===== config.mk =====
export PLATFORM = sky130hd
export DESIGN_NAME = exception_commit_flat
export DESIGN_NICKNAME = d
export VERILOG_FILES = /design/src/rtl/exception_commit_pkg.sv /design/src/rtl/exception_commit_if.sv /design/src/rtl/exception_commit_exc_priority_enc.sv /design/src/rtl/exception_commit.sv /design/src/flat_wrapper.sv
export SDC_FILE = /design/constraint.sdc
export NUM_CORES = 1
export LEC_CHECK = 0
export BUFFER_PORTS_ARGS = -buffer_cell sky130_fd_sc_hd__buf_2
export CAP_MARGIN = 40
export CORE_UTILIZATION = 30
export CTS_CLUSTER_SIZE = 20
export DETAILED_ROUTE_END_ITERATION = 7
export HOLD_SLACK_MARGIN = 0.06
export PLACE_DENSITY = 0.53
export SLEW_MARGIN = 25
export SYNTH_ARGS = -nofsm -noshare
export SYNTH_HDL_FRONTEND = slang
export SYNTH_SLANG_ARGS = --single-unit

===== constraint.sdc =====
create_clock -name clk -period 6.55 [get_ports clk]
set_input_delay 0.3275 -clock clk [delete_from_list [all_inputs] [get_ports clk]]
set_output_delay 0.3275 -clock clk [all_outputs]
set_load 0.01 [all_outputs]

===== src/rtl/exception_commit_pkg.sv =====
// Shared constants for the exception commit unit: Cause.ExcCode values,
// commit_exc flag bit positions and FSM state encodings.
package exception_commit_pkg;

  localparam logic [4:0] EXC_INT  = 5'h00;
  localparam logic [4:0] EXC_ADEL = 5'h04;
  localparam logic [4:0] EXC_ADES = 5'h05;
  localparam logic [4:0] EXC_SYS  = 5'h08;
  localparam logic [4:0] EXC_BP   = 5'h09;
  localparam logic [4:0] EXC_RI   = 5'h0a;
  localparam logic [4:0] EXC_OV   = 5'h0c;

  localparam int EXC_B_ADEL_F = 0;
  localparam int EXC_B_RI     = 1;
  localparam int EXC_B_SYS    = 2;
  localparam int EXC_B_BP     = 3;
  localparam int EXC_B_OV     = 4;
  localparam int EXC_B_ADEL_D = 5;
  localparam int EXC_B_ADES   = 6;
  localparam int EXC_FLAGS    = 7;

  typedef enum logic [1:0] {
    ST_IDLE  = 2'd0,
    ST_FLUSH = 2'd1,
    ST_HOLD  = 2'd2
  } state_e;

  // Which source, if any, feeds BadVAddr for the winning exception.
  typedef enum logic [1:0] {
    BV_HOLD = 2'd0,
    BV_PC   = 2'd1,
    BV_ADDR = 2'd2
  } badv_sel_e;

endpackage


===== src/rtl/exception_commit_if.sv =====
// Commit handshake from the memory/writeback stage and the flush/redirect
// path back to fetch.
interface exception_commit_if;
  logic        commit_valid;
  logic        commit_ready;
  logic [31:0] commit_pc;
  logic        commit_bd;
  logic [6:0]  commit_exc;
  logic [31:0] commit_badaddr;
  logic        commit_eret;
  logic        flush;
  logic        redirect_valid;
  logic [31:0] redirect_pc;

  modport master (
    output commit_valid, commit_pc, commit_bd, commit_exc, commit_badaddr, commit_eret,
    input  commit_ready, flush, redirect_valid, redirect_pc
  );

  modport slave (
    input  commit_valid, commit_pc, commit_bd, commit_exc, commit_badaddr, commit_eret,
    output commit_ready, flush, redirect_valid, redirect_pc
  );
endinterface


===== src/rtl/exception_commit_exc_priority_enc.sv =====
// Combinational priority pick among the pending interrupt and the commit
// exception flags; yields ExcCode, a taken flag and the BadVAddr source.
module exc_priority_enc
  import exception_commit_pkg::*;
(
  input  logic                 int_pend,
  input  logic [EXC_FLAGS-1:0] exc,
  output logic                 taken,
  output logic [4:0]           code,
  output badv_sel_e            badv_sel
);

  always_comb begin
    taken    = 1'b1;
    code     = EXC_INT;
    badv_sel = BV_HOLD;
    if (int_pend) begin
      code = EXC_INT;
    end else if (exc[EXC_B_ADEL_F]) begin
      code     = EXC_ADEL;
      badv_sel = BV_PC;
    end else if (exc[EXC_B_RI]) begin
      code = EXC_RI;
    end else if (exc[EXC_B_SYS]) begin
      code = EXC_SYS;
    end else if (exc[EXC_B_BP]) begin
      code = EXC_BP;
    end else if (exc[EXC_B_OV]) begin
      code = EXC_OV;
    end else if (exc[EXC_B_ADEL_D]) begin
      code     = EXC_ADEL;
      badv_sel = BV_ADDR;
    end else if (exc[EXC_B_ADES]) begin
      code     = EXC_ADES;
      badv_sel = BV_ADDR;
    end else begin
      taken = 1'b0;
    end
  end

endmodule


===== src/rtl/exception_commit.sv =====
// Precise exception / interrupt commit unit: latches CP0 exception state and
// issues a one-cycle flush+redirect. Optional timer: define EXC_TIMER_INT_EN.
module exception_commit
  import exception_commit_pkg::*;
#(
  parameter int          NUM_HW_INT = 6,
  parameter logic [31:0] EXC_VEC    = 32'hbfc0_0380
) (
  input  logic                  clk,
  input  logic                  rst,
  exception_commit_if.slave     cif,
  input  logic [NUM_HW_INT-1:0] hw_int,
  input  logic [NUM_HW_INT-1:0] int_mask,
  input  logic                  status_ie,
`ifdef EXC_TIMER_INT_EN
  input  logic                  compare_we,
  input  logic [31:0]           compare_wdata,
  output logic                  timer_int,
`endif
  output logic [4:0]            exc_code,
  output logic                  cause_bd,
  output logic [NUM_HW_INT-1:0] cause_ip,
  output logic [31:0]           epc,
  output logic [31:0]           badvaddr,
  output logic                  status_exl
);

  state_e                state;
  logic                  flush_q, rv_q, ready_q;
  logic [31:0]           rpc_q;
  logic [NUM_HW_INT-1:0] sync1, sync2;
  logic                  int_pend, taken;
  logic [4:0]            code;
  badv_sel_e             badv_sel;

  always_ff @(posedge clk or posedge rst) begin
    if (rst) begin
      sync1 <= '0;
      sync2 <= '0;
    end else begin
      sync1 <= hw_int;
      sync2 <= sync1;
    end
  end

`ifdef EXC_TIMER_INT_EN
  logic [31:0] count, compare;
  logic        half;

  // compare resets to all-ones so the timer stays quiet until programmed.
  always_ff @(posedge clk or posedge rst) begin
    if (rst) begin
      count     <= '0;
      half      <= 1'b0;
      compare   <= '1;
      timer_int <= 1'b0;
    end else begin
      half  <= ~half;
      count <= count + {31'd0, half};
      if (compare_we) begin
        compare   <= compare_wdata;
        timer_int <= 1'b0;
      end else if (count == compare) begin
        timer_int <= 1'b1;
      end
    end
  end

  assign cause_ip = sync2 | {timer_int, {(NUM_HW_INT-1){1'b0}}};
`else
  assign cause_ip = sync2;
`endif

  assign int_pend = (|(cause_ip & int_mask)) & status_ie & ~status_exl;

  exc_priority_enc u_prio (
    .int_pend (int_pend),
    .exc      (cif.commit_exc),
    .taken    (taken),
    .code     (code),
    .badv_sel (badv_sel)
  );

  assign cif.commit_ready   = ready_q;
  assign cif.flush          = flush_q;
  assign cif.redirect_valid = rv_q;
  assign cif.redirect_pc    = rpc_q;

  always_ff @(posedge clk or posedge rst) begin
    if (rst) begin
      state      <= ST_IDLE;
      flush_q    <= 1'b0;
      rv_q       <= 1'b0;
      ready_q    <= 1'b1;
      rpc_q      <= '0;
      exc_code   <= '0;
      cause_bd   <= 1'b0;
      epc        <= '0;
      badvaddr   <= '0;
      status_exl <= 1'b0;
    end else begin
      case (state)
        ST_IDLE: begin
          flush_q <= 1'b0;
          rv_q    <= 1'b0;
          ready_q <= 1'b1;
          if (cif.commit_valid && taken) begin
            exc_code <= code;
            // Nested exception: keep the original return point.
            if (!status_exl) begin
              epc      <= cif.commit_bd ? cif.commit_pc - 32'd4 : cif.commit_pc;
              cause_bd <= cif.commit_bd;
            end
            case (badv_sel)
              BV_PC:   badvaddr <= cif.commit_pc;
              BV_ADDR: badvaddr <= cif.commit_badaddr;
              default: ;
            endcase
            status_exl <= 1'b1;
            rpc_q      <= EXC_VEC;
            flush_q    <= 1'b1;
            rv_q       <= 1'b1;
            ready_q    <= 1'b0;
            state      <= ST_FLUSH;
          end else if (cif.commit_valid && cif.commit_eret) begin
            status_exl <= 1'b0;
            rpc_q      <= epc;
            flush_q    <= 1'b1;
            rv_q       <= 1'b1;
            ready_q    <= 1'b0;
            state      <= ST_FLUSH;
          end
        end
        ST_FLUSH: begin
          flush_q <= 1'b0;
          rv_q    <= 1'b0;
          ready_q <= 1'b0;
          state   <= ST_HOLD;
        end
        ST_HOLD: begin
          ready_q <= 1'b1;
          state   <= ST_IDLE;
        end
        default: begin
          flush_q <= 1'b0;
          rv_q    <= 1'b0;
          ready_q <= 1'b1;
          state   <= ST_IDLE;
        end
      endcase
    end
  end

endmodule


===== src/flat_wrapper.sv =====
// flat-port wrapper written by rule: the top's interface ports become plain ports
module exception_commit_flat import exception_commit_pkg::*;
#(
  parameter int          NUM_HW_INT = 6,
  parameter logic [31:0] EXC_VEC    = 32'hbfc0_0380
)
  (clk, rst, hw_int, int_mask, status_ie, exc_code, cause_bd, cause_ip, epc, badvaddr, status_exl, cif_commit_valid, cif_commit_pc, cif_commit_bd, cif_commit_exc, cif_commit_badaddr, cif_commit_eret, cif_commit_ready, cif_flush, cif_redirect_valid, cif_redirect_pc);
  exception_commit_if cif_i ();
  input  logic clk;
  input  logic rst;
  input  logic [NUM_HW_INT-1:0] hw_int;
  input  logic [NUM_HW_INT-1:0] int_mask;
  input  logic status_ie;
  output logic [4:0] exc_code;
  output logic cause_bd;
  output logic [NUM_HW_INT-1:0] cause_ip;
  output logic [31:0] epc;
  output logic [31:0] badvaddr;
  output logic status_exl;
  input wire logic [$bits(cif_i.commit_valid)-1:0] cif_commit_valid;
  input wire logic [$bits(cif_i.commit_pc)-1:0] cif_commit_pc;
  input wire logic [$bits(cif_i.commit_bd)-1:0] cif_commit_bd;
  input wire logic [$bits(cif_i.commit_exc)-1:0] cif_commit_exc;
  input wire logic [$bits(cif_i.commit_badaddr)-1:0] cif_commit_badaddr;
  input wire logic [$bits(cif_i.commit_eret)-1:0] cif_commit_eret;
  output wire logic [$bits(cif_i.commit_ready)-1:0] cif_commit_ready;
  output wire logic [$bits(cif_i.flush)-1:0] cif_flush;
  output wire logic [$bits(cif_i.redirect_valid)-1:0] cif_redirect_valid;
  output wire logic [$bits(cif_i.redirect_pc)-1:0] cif_redirect_pc;
  assign cif_i.commit_valid = cif_commit_valid;
  assign cif_i.commit_pc = cif_commit_pc;
  assign cif_i.commit_bd = cif_commit_bd;
  assign cif_i.commit_exc = cif_commit_exc;
  assign cif_i.commit_badaddr = cif_commit_badaddr;
  assign cif_i.commit_eret = cif_commit_eret;
  assign cif_commit_ready = cif_i.commit_ready;
  assign cif_flush = cif_i.flush;
  assign cif_redirect_valid = cif_i.redirect_valid;
  assign cif_redirect_pc = cif_i.redirect_pc;
  exception_commit #(.NUM_HW_INT(NUM_HW_INT), .EXC_VEC(EXC_VEC)) u_core (.clk(clk), .rst(rst), .cif(cif_i), .hw_int(hw_int), .int_mask(int_mask), .status_ie(status_ie), .exc_code(exc_code), .cause_bd(cause_bd), .cause_ip(cause_ip), .epc(epc), .badvaddr(badvaddr), .status_exl(status_exl));
endmodule

==> flow_summary.ini, run 1 <==
[drt]
routed.top_layer = met4
drc = 0
routed_via_density = 4.96
drtPass1Iterations = 4
dr_wl_met3_um = 981
via_count = 4379
wl_met1_mm = 6.85
totalWireLength_mm = 15.4
wl_per_cell_um = 17.5
wl_met2_mm = 7.20
drtIter0Drc = 180
drtAntennaViolNets = 0

[die]
start_util_pct = 30.9
fp-row-count = 48
io-pin-count = 201
core_area_um2 = 17400
die_w_um = 136
die_h_um = 136
die-area_um2 = 18400

[cells_and_area]
diodes = 0
final_layout_size_suffix_gt1_share_pct = 39.6
multi_input_area_um2 = 2310
final_nets = 736
final.fill_count = 1680
finalCoreUtilization_pct = 42.4
final-seq-area_um2 = 2950
final_cells = 882
area_growth_pct = 37.3

[setup_path]
cp.required_ns = 6.84
cp_data_arrival_time_ns = 3.47
cp-end-kind = flop
r2r-start = u_core.cause_ip[1]
cp_max_fo = 28
r2r_cells = 7
crit_path_start_kind = flop
cp-startpoint = u_core.cause_ip[1]
critPathKind = reg2reg

[timing]
worst_slew_pin_slew_ns = 0.802
timing.fmax_mhz = 314
clock_skew_ns = 0.00611
setup_viol = 0
finalHoldViolCount = 0
rsz0062_at_grt = no
fin_crit_sh_pct = 48.6
finalCriticalPeriod_ns = 3.19
setup_tns_ns = 0
drv_slew = 0
slew_headroom_pct = 46.3

[power]
p_seq_share_pct = 40.2
p_sw_share_pct = 30.1
internal-power_mw = 1.83
power_per_cell_area_nw_per_um2 = 355
clkPwrFrac_pct = 36.4
peakVddDrop_uv = 176
p_sw_mw = 0.786
leakage_nw = 3.24
comb_power_share_pct = 23.4

[hold_path]
worstHoldPathType = in2reg
hold_start = cif_commit_pc[0]
holdPathStages = 2

[synth]
synth_ff_type = dfrtp_1
netlist_instances = 436
synth_seq_area_share_pct = 55.1
synth_warnings = 0
synth_area_um2 = 5360
synth-seq-cells = 118
synth-edff-count = 0
synth_area_per_cell_um2 = 12.3
async_flop_share_pct = 100
syn_nets = 528
yosysUniqueCellTypes = 50

[place]
placed_cells = 840
port_buffers = 199
place_congestion = 0.752
dpl.hpwl_mm = 11.1

[global_route]
antenna_found_initial = 0
grt_use_total_pct = 17.1
grt_max_degree = 53
grt_first_pass_wirelength_mm = 23.7
grt_remaining_overflow = 0
first_global_vias = 4389

[cts]
clkTransAtPathRegs_ns = 0.05
clock_path_buffers = 2
cts_hold_buf = 7
clk_latency_ns = 0.41
numCtsBuffers = 17
cts_root_buf = clkbuf_16
postCtsSetupBuffers = 0
cts_sinks = 118
tritoncts = done
cts_htree_levels = 4
cts_resized = 0

[run]
drv_cap = 0

[run_status]
status = completed
power groups by stage:
stage | sequential (mW) | clock, mW | combinational (mW)
6_report | 1.05 | 0.951 | 0.612
5_1_grt | 1.08 | 1.01 | 0.674
4_1_cts | 1.05 | 0.975 | 0.626
3_5_place_dp | 1.06 | 0 | 0.619
3_3_place_gp | 1.06 | 0 | 0.605
2_1_floorplan | 1.12 | 0 | 0.229
critical path, stage by stage (launching register included):
cell and delay [ns]:
dfrtp_1 0.37, a22oi_1 0.38, a31oi_1 0.38, nor3_1 0.36, ha_2 0.35, a211oi_4 0.36
buf_4 0.48, mux2_1 0.37
sequential cells by signal (all words and copies together) (netlist names), 2 cells and up:
name and cells:
u_core.badvaddr 32, u_core.cif.redirect_pc 32, u_core.epc 32, u_core.cause_ip 6, u_core.sync1 6, u_core.exc_code 4, u_core.state 2
stage by stage:
stage          cell area [um2]  setup slack (ns)  hold slack (ns)  total power [mW]
3_5_place_dp              6650              3.29            0.335              1.68
3_3_place_gp              6620              3.38            0.333              1.66
4_1_cts                   7320              3.34            0.129              2.65
6_report                  7360              3.36            0.148              2.61
2_1_floorplan             5360              3.10            0.331              1.35
5_1_grt                   7360              3.11            0.149              2.76
Yosys cell counts, types with 2 or more instances:
cell type | count | area share, %
nand3_1 | 3 | 0.28
mux2_2 | 8 | 1.7
nor4_1 | 5 | 0.58
or3_1 | 12 | 1.4
nand4_1 | 2 | 0.23
a22oi_1 | 3 | 0.42
nor2_1 | 9 | 0.63
nand2_1 | 11 | 0.77
a21oi_1 | 10 | 0.93
xor2_1 | 5 | 0.82
buf_4 | 5 | 0.70
o2bb2ai_1 | 3 | 0.49
inv_1 | 4 | 0.28
nand3b_1 | 2 | 0.28
o41ai_1 | 3 | 0.49
buf_2 | 6 | 0.56
a31oi_1 | 17 | 2.0
mux2_1 | 63 | 13
or4_4 | 2 | 0.42
nor3_1 | 31 | 2.9
o21ai_1 | 2 | 0.19
o22a_1 | 12 | 2.0
o21ai_0 | 8 | 0.75
nand2b_1 | 2 | 0.23
o31ai_1 | 9 | 1.3
clkbuf_1 | 17 | 1.2
ha_1 | 3 | 0.70
dfrtp_1 | 117 | 55
a22o_1 | 20 | 3.3
or4b_1 | 4 | 0.75
a211oi_1 | 2 | 0.28
xnor2_1 | 8 | 1.3
or4_1 | 11 | 1.5
per-layer routing:
metal | vias to the layer above | GRT usage (%)
met5 | - | 0
met1 | 2122 | 22.3
met4 | 0 | 7.87
met3 | 24 | 4.15
li1 | 2081 | -
met2 | 152 | 26.7
placed cells by master (no fill, tap or decap), types with 4 or more instances in the layout:
cell,Yosys,routed
nand2_1,11,11
mux2_1,63,63
xnor2_1,8,8
clkbuf_1,17,4
or3_1,12,12
clkbuf_16,0,17
xor2_1,5,5
nor3_1,31,30
o21ai_0,8,8
o31ai_1,9,8
o22a_1,12,12
nor2_1,9,9
a22o_1,20,20
nor4_1,5,5
or4b_1,4,4
buf_2,6,199
a21oi_1,10,10
dfrtp_1,117,117
a31oi_1,17,17
dlygate4sd3_1,0,7
or4_1,11,11
buf_4,5,8
mux2_2,8,8
area by class of cell:
| type | count | area share, % |
|---|---|---|
| well taps | 225 | 3.83 |
| clock inverters | 8 | 1.65 |
| flip-flops and latches | 118 | 40.2 |
| clock buffers | 24 | 6.55 |
| inverters | 5 | 0.289 |
| repair buffers | 218 | 16.2 |
| multi-input cells | 284 | 31.3 |
cell families after synthesis:
group | after synthesis | synth area share, %
AO/OA/AOI/OAI | 94 | 12.8
XOR/XNOR | 13 | 2.13
adder cells (fa/ha/maj) | 3 | 0.701
buffers and inverters | 34 | 3.01
flip-flops | 118 | 55.1
multiplexers | 71 | 14.9
other | 1 | 0.0700
AND/OR/NAND/NOR | 102 | 11.2
final timing paths:
check                                       endpoint  slack (ns)
setup / recovery                  u_core.badvaddr[5]        3.36
hold / removal                         u_core.epc[0]        0.15
min in group asynchronous  u_core.cif.redirect_pc[5]        0.57
setup reg to reg                  u_core.badvaddr[5]        3.36
max in group asynchronous             u_core.epc[11]        4.88
hold reg to reg                   u_core.cause_ip[5]        0.35
Note: power is estimated with default switching activity, not from simulation.
==> run 2, diff against run 1 <==
--- a/config.mk
+++ b/config.mk
@@ -5,13 +5,14 @@
 export SDC_FILE = /design/constraint.sdc
 export NUM_CORES = 1
 export LEC_CHECK = 0
+export ABC_AREA = 1
 export BUFFER_PORTS_ARGS = -buffer_cell sky130_fd_sc_hd__buf_2
 export CAP_MARGIN = 40
 export CORE_UTILIZATION = 30
 export CTS_CLUSTER_SIZE = 20
 export DETAILED_ROUTE_END_ITERATION = 7
 export HOLD_SLACK_MARGIN = 0.06
-export PLACE_DENSITY = 0.53
+export PLACE_DENSITY = 0.55
 export SLEW_MARGIN = 25
 export SYNTH_ARGS = -nofsm -noshare
 export SYNTH_HDL_FRONTEND = slang
==> constraint.sdc (replaced) <==
create_clock -name clk -period 2.6 [get_ports clk]
set_input_delay 0.13 -clock clk [delete_from_list [all_inputs] [get_ports clk]]
set_output_delay 0.13 -clock clk [all_outputs]
set_load 0.01 [all_outputs]
==> run 2 against run 1 <==
Against the previous run:
- global-route usage grew 1.3 points
- clock skew up 0.0035 ns
- synthesized area up 7.2%
- cell count rose by 38%
- sequential share of layout area shrank 3.5 points
- non-clock buffer count increased by 37
- critical path type unchanged
- largest cell class unchanged
- highest routed layer unchanged
==> flow_summary.ini, run 2 <==
[run_status]
status = completed

[place]
place_area_um2 = 7000
port_buffers = 199
placed_cells = 1134
place_congestion = 0.847
dp_worst_setup_slack_ns = 0.418
dpl.hpwl_mm = 13.2

[setup_path]
crit_path_start_kind = flop
cp.required_ns = 2.94
cp-end-kind = flop
cp_data_arrival_time_ns = 2.48
cp_max_fo = 64
r2r-start = u_core.cause_ip[2]
cp-endpoint = u_core.badvaddr[1]
r2r_cells = 12
cp-startpoint = u_core.cause_ip[2]
r2r-end = u_core.badvaddr[1]
critPathKind = reg2reg
reg2reg_slack_ns = 0.46

[power]
clkPwrFrac_pct = 31.1
power.total_mw = 7.33
p_sw_share_pct = 34.1
power_per_cell_area_nw_per_um2 = 909
comb_power_share_pct = 28.9
peakVddDrop_uv = 511
p_sw_mw = 2.50
p_seq_share_pct = 40.1
internal-power_mw = 4.82
leakage_nw = 4.21

[die]
die_w_um = 140
die_h_um = 140
die-area_um2 = 19700
fp-row-count = 50
start_util_pct = 30.7
core_area_um2 = 18700
io-pin-count = 201

[synth]
synth.area.top_cells = dfrtp_1, nand2_1, o21ai_1
synth_area_um2 = 5740
synth_warnings = 0
syn_nets = 814
synth_most_common_cell = nand2_1
synth-seq-cells = 118
yosysUniqueCellTypes = 31
netlist_instances = 722
synth-edff-count = 0
synth_ff_type = dfrtp_1
synth_area_per_cell_um2 = 7.95
synth_seq_area_share_pct = 51.4
synth_top_area_cell = dfrtp_1
synth_common_cells = nand2_1, dfrtp_1, nor2_1
async_flop_share_pct = 100
synth_top_area_share_pct = 51.0

[timing]
setup_tns_ns = 0
slew_headroom_pct = 57.8
clock_skew_ns = 0.00960
fin_ws_ns = 0.459
drv_slew = 0
finalCriticalPeriod_ns = 2.14
fin_crit_sh_pct = 82.3
rsz0062_at_grt = no
setup_viol = 0
finalHoldViolCount = 0
timing.fmax_mhz = 467
worst_slew_pin_slew_ns = 0.631

[drt]
drtIter0Drc = 272
routed_via_density = 4.48
via_count = 5447
drtAntennaViolNets = 0
drtPass1Iterations = 6
wl_per_cell_um = 14.4
totalWireLength_mm = 17.5
drc = 0

[global_route]
grt_remaining_overflow = 0
grt_max_degree = 65
antenna_found_initial = 1
first_global_vias = 5301
grt_use_total_pct = 18.4
grt_first_pass_wirelength_mm = 27.7

[cts]
cts_root_buf = clkbuf_16
clk_latency_ns = 0.42
clkTransAtPathRegs_ns = 0.05
cts_htree_levels = 4
tritoncts = done
cts_sinks = 118
clock_path_buffers = 2
numCtsBuffers = 17
cts_resized = 0

[cells_and_area]
final_nets = 1059
final.fill_count = 1912
final_cell_mix = nand2_1, buf_2, dfrtp_1
final_layout_size_suffix_gt1_share_pct = 26.8
area_growth_pct = 40.3
stdcell_area_um2 = 8050
final_common_cell = nand2_1
final_cells = 1215

[hold_path]
worstHoldPathType = in2reg

[run]
drv_cap = 0
-- run 2: worst min path at each step --
stage / from / endpoint / slack (ns) / cells after the start
final: cif_commit_exc[0] / u_core.exc_code[1] / 0.07 / 4
after global routing: cif_commit_valid / u_core.cif.commit_ready / 0.1 / 3
after CTS: cif_commit_exc[0] / u_core.exc_code[1] / 0.06 / 4
after detailed placement: rst / u_core.cif.redirect_pc[15] / 0.18 / 2
after global placement: hw_int[1] / u_core.sync1[1] / 0.24 / 1
after floorplan: hw_int[0] / u_core.sync1[0] / 0.16 / 0
-- run 2: cell families after synthesis --
logic type,after synthesis,synth area share (%)
muxes,8,1.39
buffers and inverters,91,7.15
and+or+nand+nor,369,26.3
other,1,0.0653
adders and majority gates,3,0.654
DFF,118,51.4
AOI/OAI and AO/OA,113,10.1
xor gates and xnor gates,19,2.90
-- run 2: final cells by class --
class	instances	area (um2)	area share [%]
antenna	1	2.50	0.0311
clock buffer	23	468	5.81
clock inverter	9	101	1.26
inverter	62	236	2.94
multi-input combinational	513	2380	29.5
sequential	118	2950	36.7
tap	234	293	3.64
timing repair buffer	255	1620	20.1
-- run 2: worst max-delay path, stage by stage (launching register included) --
cell     delay, ns
dfrtp_1       0.37
nand2_1       0.07
nand2_1       0.05
nor2_1        0.11
nand2_1       0.08
nand2_2       0.14
nand2_1       0.11
ha_2          0.32
nor2_1        0.04
nand2_2       0.06
buf_4         0.49
nand2_1       0.09
o21ai_1       0.10
-- run 2: timing repair --
action                    CTS  global route
buffers inserted            0             0
hold endpoints to repair   78             0
hold buffers               48             0
-- run 2: power groups by stage --
| stage | logic, mW | clock network [mW] | registers, mW |
|---|---|---|---|
| after floorplan | 0.832 | 0 | 3.16 |
| after global placement | 2.04 | 0 | 2.98 |
| after detailed placement | 2.09 | 0 | 2.97 |
| after CTS | 2.15 | 2.33 | 2.95 |
| after global routing | 2.38 | 2.42 | 3.03 |
| final | 2.11 | 2.28 | 2.94 |
-- run 2: per-stage QoR --
| stage | utilization (%) | hold WS (ns) |
|---|---|---|
| finish | 43.1 | 0.0727 |
| global route | 43.1 | 0.0970 |
| floorplan | - | 0.161 |
| detailed placement | 37.4 | 0.178 |
| global placement | 37.3 | 0.239 |
| CTS | 43.0 | 0.0636 |
-- run 2: routing by layer --
| metal | routed length [um] | vias to the layer above | GRT usage (%) |
|---|---|---|---|
| met5 | 0 | - | 0 |
| met4 | 209 | 0 | 6.71 |
| met3 | 1200 | 24 | 4.89 |
| met2 | 7750 | 204 | 28.2 |
| met1 | 8300 | 2436 | 24.9 |
| li1 | - | 2783 | - |
==> run 3, diff against run 2 <==
--- a/config.mk
+++ b/config.mk
@@ -12,7 +12,7 @@
 export CTS_CLUSTER_SIZE = 20
 export DETAILED_ROUTE_END_ITERATION = 7
 export HOLD_SLACK_MARGIN = 0.06
-export PLACE_DENSITY = 0.55
+export PLACE_DENSITY = 0.53
 export SLEW_MARGIN = 25
 export SYNTH_ARGS = -nofsm -noshare
 export SYNTH_HDL_FRONTEND = slang
==> constraint.sdc (replaced) <==
create_clock -name clk -period 2.15 [get_ports clk]
set_input_delay 0.1075 -clock clk [delete_from_list [all_inputs] [get_ports clk]]
set_output_delay 0.1075 -clock clk [all_outputs]
set_load 0.01 [all_outputs]
==> run 3 against run 2 <==
Against the previous run:
- cell area increased by 1.8%
- worst hold slack improved by 0.0056 ns
- utilization is 0.78 points higher
- sequential power increased by 21%
- first-iteration DRC count is 0.37% lower
- via count fell by 0.26%
- wire length up 1.2%
- combinational power grew 22%
- cell count increased by 0.99%
- global-route usage barely moved
- sequential cell count did not move
- clock skew is 0.0031 ns lower
- largest cell class unchanged
==> flow_summary.ini, run 3 (same netlist as run 2, synthesis figures left out) <==
[timing]
finalHoldViolCount = 0
drv_slew = 0
slew_headroom_pct = 56.6
fin_crit_sh_pct = 92.0
finalCriticalPeriod_ns = 1.98
setup_viol = 0
worst_slew_pin_slew_ns = 0.650
rsz0062_at_grt = no
timing.fmax_mhz = 506
setup_tns_ns = 0
clock_skew_ns = 0.00649

[run_status]
status = completed

[drt]
wl_per_cell_um = 14.4
drc = 0
via_count = 5433
drtIter0Drc = 271
totalWireLength_mm = 17.7
drtPass1Iterations = 4
drtAntennaViolNets = 0
routed_via_density = 4.43

[setup_path]
crit_path_start_kind = flop
cp_top_family = simple AND/OR/NAND/NOR gates
critical_path.max_stage_delay_ns = 0.37
critPathKind = reg2reg
path_cells = nand2_1 -> nand2_1 -> nor2_1 -> nand2_1 -> nand2_4 -> nand4_1 -> inv_1 -> ha_2 -> nor2_1 -> nand2_2 -> buf_12 -> nand2_1 -> o21ai_1
cp_max_fo = 64
reg2reg_slack_ns = 0.17
r2r-end = u_core.badvaddr[5]
r2r-start = u_core.cause_ip[2]
crit_buf_inv = 2
cp.required_ns = 2.44
cp_data_arrival_time_ns = 2.27
cpMostUsedCell = nand2_1
cp_slowest_cell = dfrtp_1
cp-end-kind = flop
r2r_cells = 13

[cts]
clk_latency_ns = 0.41
cts_htree_levels = 4
clkTransAtPathRegs_ns = 0.06
cts_root_buf = clkbuf_16
tritoncts = done
clock_path_buffers = 2
cts_sinks = 118
numCtsBuffers = 17
postCtsSetupBuffers = 0

[cells_and_area]
final_common_cell = nand2_1
diodes = 0
final_nets = 1072
area_growth_pct = 42.8
final_layout_size_suffix_gt1_share_pct = 26.6
final_cell_mix = nand2_1, buf_2, dfrtp_1

[die]
start_util_pct = 30.7
die_h_um = 140
fp-row-count = 50
io-pin-count = 201
die-area_um2 = 19700
core_area_um2 = 18700
die_w_um = 140

[global_route]
grt_first_pass_wirelength_mm = 27.9
first_global_vias = 5334
grt_max_degree = 65
grt_remaining_overflow = 0
grt_use_total_pct = 18.4
antenna_found_initial = 0

[hold_path]
whs_endpoint = u_core.epc[14]
hold_start = cif_commit_pc[14]
worstHoldPathType = in2reg
holdPathStages = 3

[place]
dpl.hpwl_mm = 13.1
place_congestion = 0.884
port_buffers = 199

[run]
drv_cap = 0

[power]
leakage_nw = 4.27
power_per_cell_area_nw_per_um2 = 1090
power.total_mw = 8.91
peakVddDrop_uv = 558
==> run 3: repair_timing <==
| item | in CTS | in global routing |
|---|---|---|
| hold buffers | 60 | 0 |
| endpoints found under the setup margin | 0 | 5 |
| gates resized for setup | 0 | 1 |
| endpoints found under the hold margin | 82 | 0 |
==> run 3: layout make-up <==
type,instances,area [um2]
inverters,62,236
multi-input cells,513,2380
clock buffers,24,482
flip-flops and latches,118,2950
repair buffers,268,1750
clock inverters,8,97.6
well taps,234,293
fillers,1911,10500
==> run 3: worst max-delay path by stage <==
| stage | from | depth (start not counted) | end | slack, ns |
|---|---|---|---|---|
| after floorplan | u_core.cause_ip[2] | 12 | u_core.badvaddr[10] | 0.13 |
| after global placement | u_core.cause_ip[2] | 13 | u_core.badvaddr[6] | 0.19 |
| after detailed placement | u_core.cause_ip[2] | 13 | u_core.badvaddr[16] | 0.18 |
| after CTS | u_core.cause_ip[3] | 13 | u_core.badvaddr[11] | 0.16 |
| after global routing | u_core.cause_ip[4] | 13 | u_core.badvaddr[5] | 0.01 |
| final | u_core.cause_ip[2] | 13 | u_core.badvaddr[5] | 0.17 |
==> run 3: power by group <==
group	switching [mW]	internal (mW)	total (mW)
Combinational	1.46	1.11	2.57
Clock	0.989	1.79	2.78
Sequential	0.574	2.99	3.56
==> run 3: stage by stage <==
step                      util, %  setup slack (ns)  std cells  hold slack [ns]  cell area, um2
final                        43.8             0.173       1227           0.0784            8200
after global routing         43.8            0.0131       1227           0.0721            8200
after CTS                    43.8             0.161       1227           0.0608            8190
after detailed placement     37.5             0.180       1135            0.218            7010
after global placement       37.5             0.192       1135            0.215            7010
after floorplan                 -             0.125        722            0.139            5750
==> run 3: per-layer routing <==
| metal | GRT usage (%) | part of all wire [%] |
|---|---|---|
| met5 | 0 | 0 |
| met4 | 7.75 | 2.5 |
| met3 | 4.72 | 6.0 |
| met2 | 28.2 | 44 |
| met1 | 24.7 | 48 |
==> run 3: tightest hold or removal path: stages <==
cell and delay, ns:
buf_2 0.14, xor2_1 0.10, o21ai_1 0.10
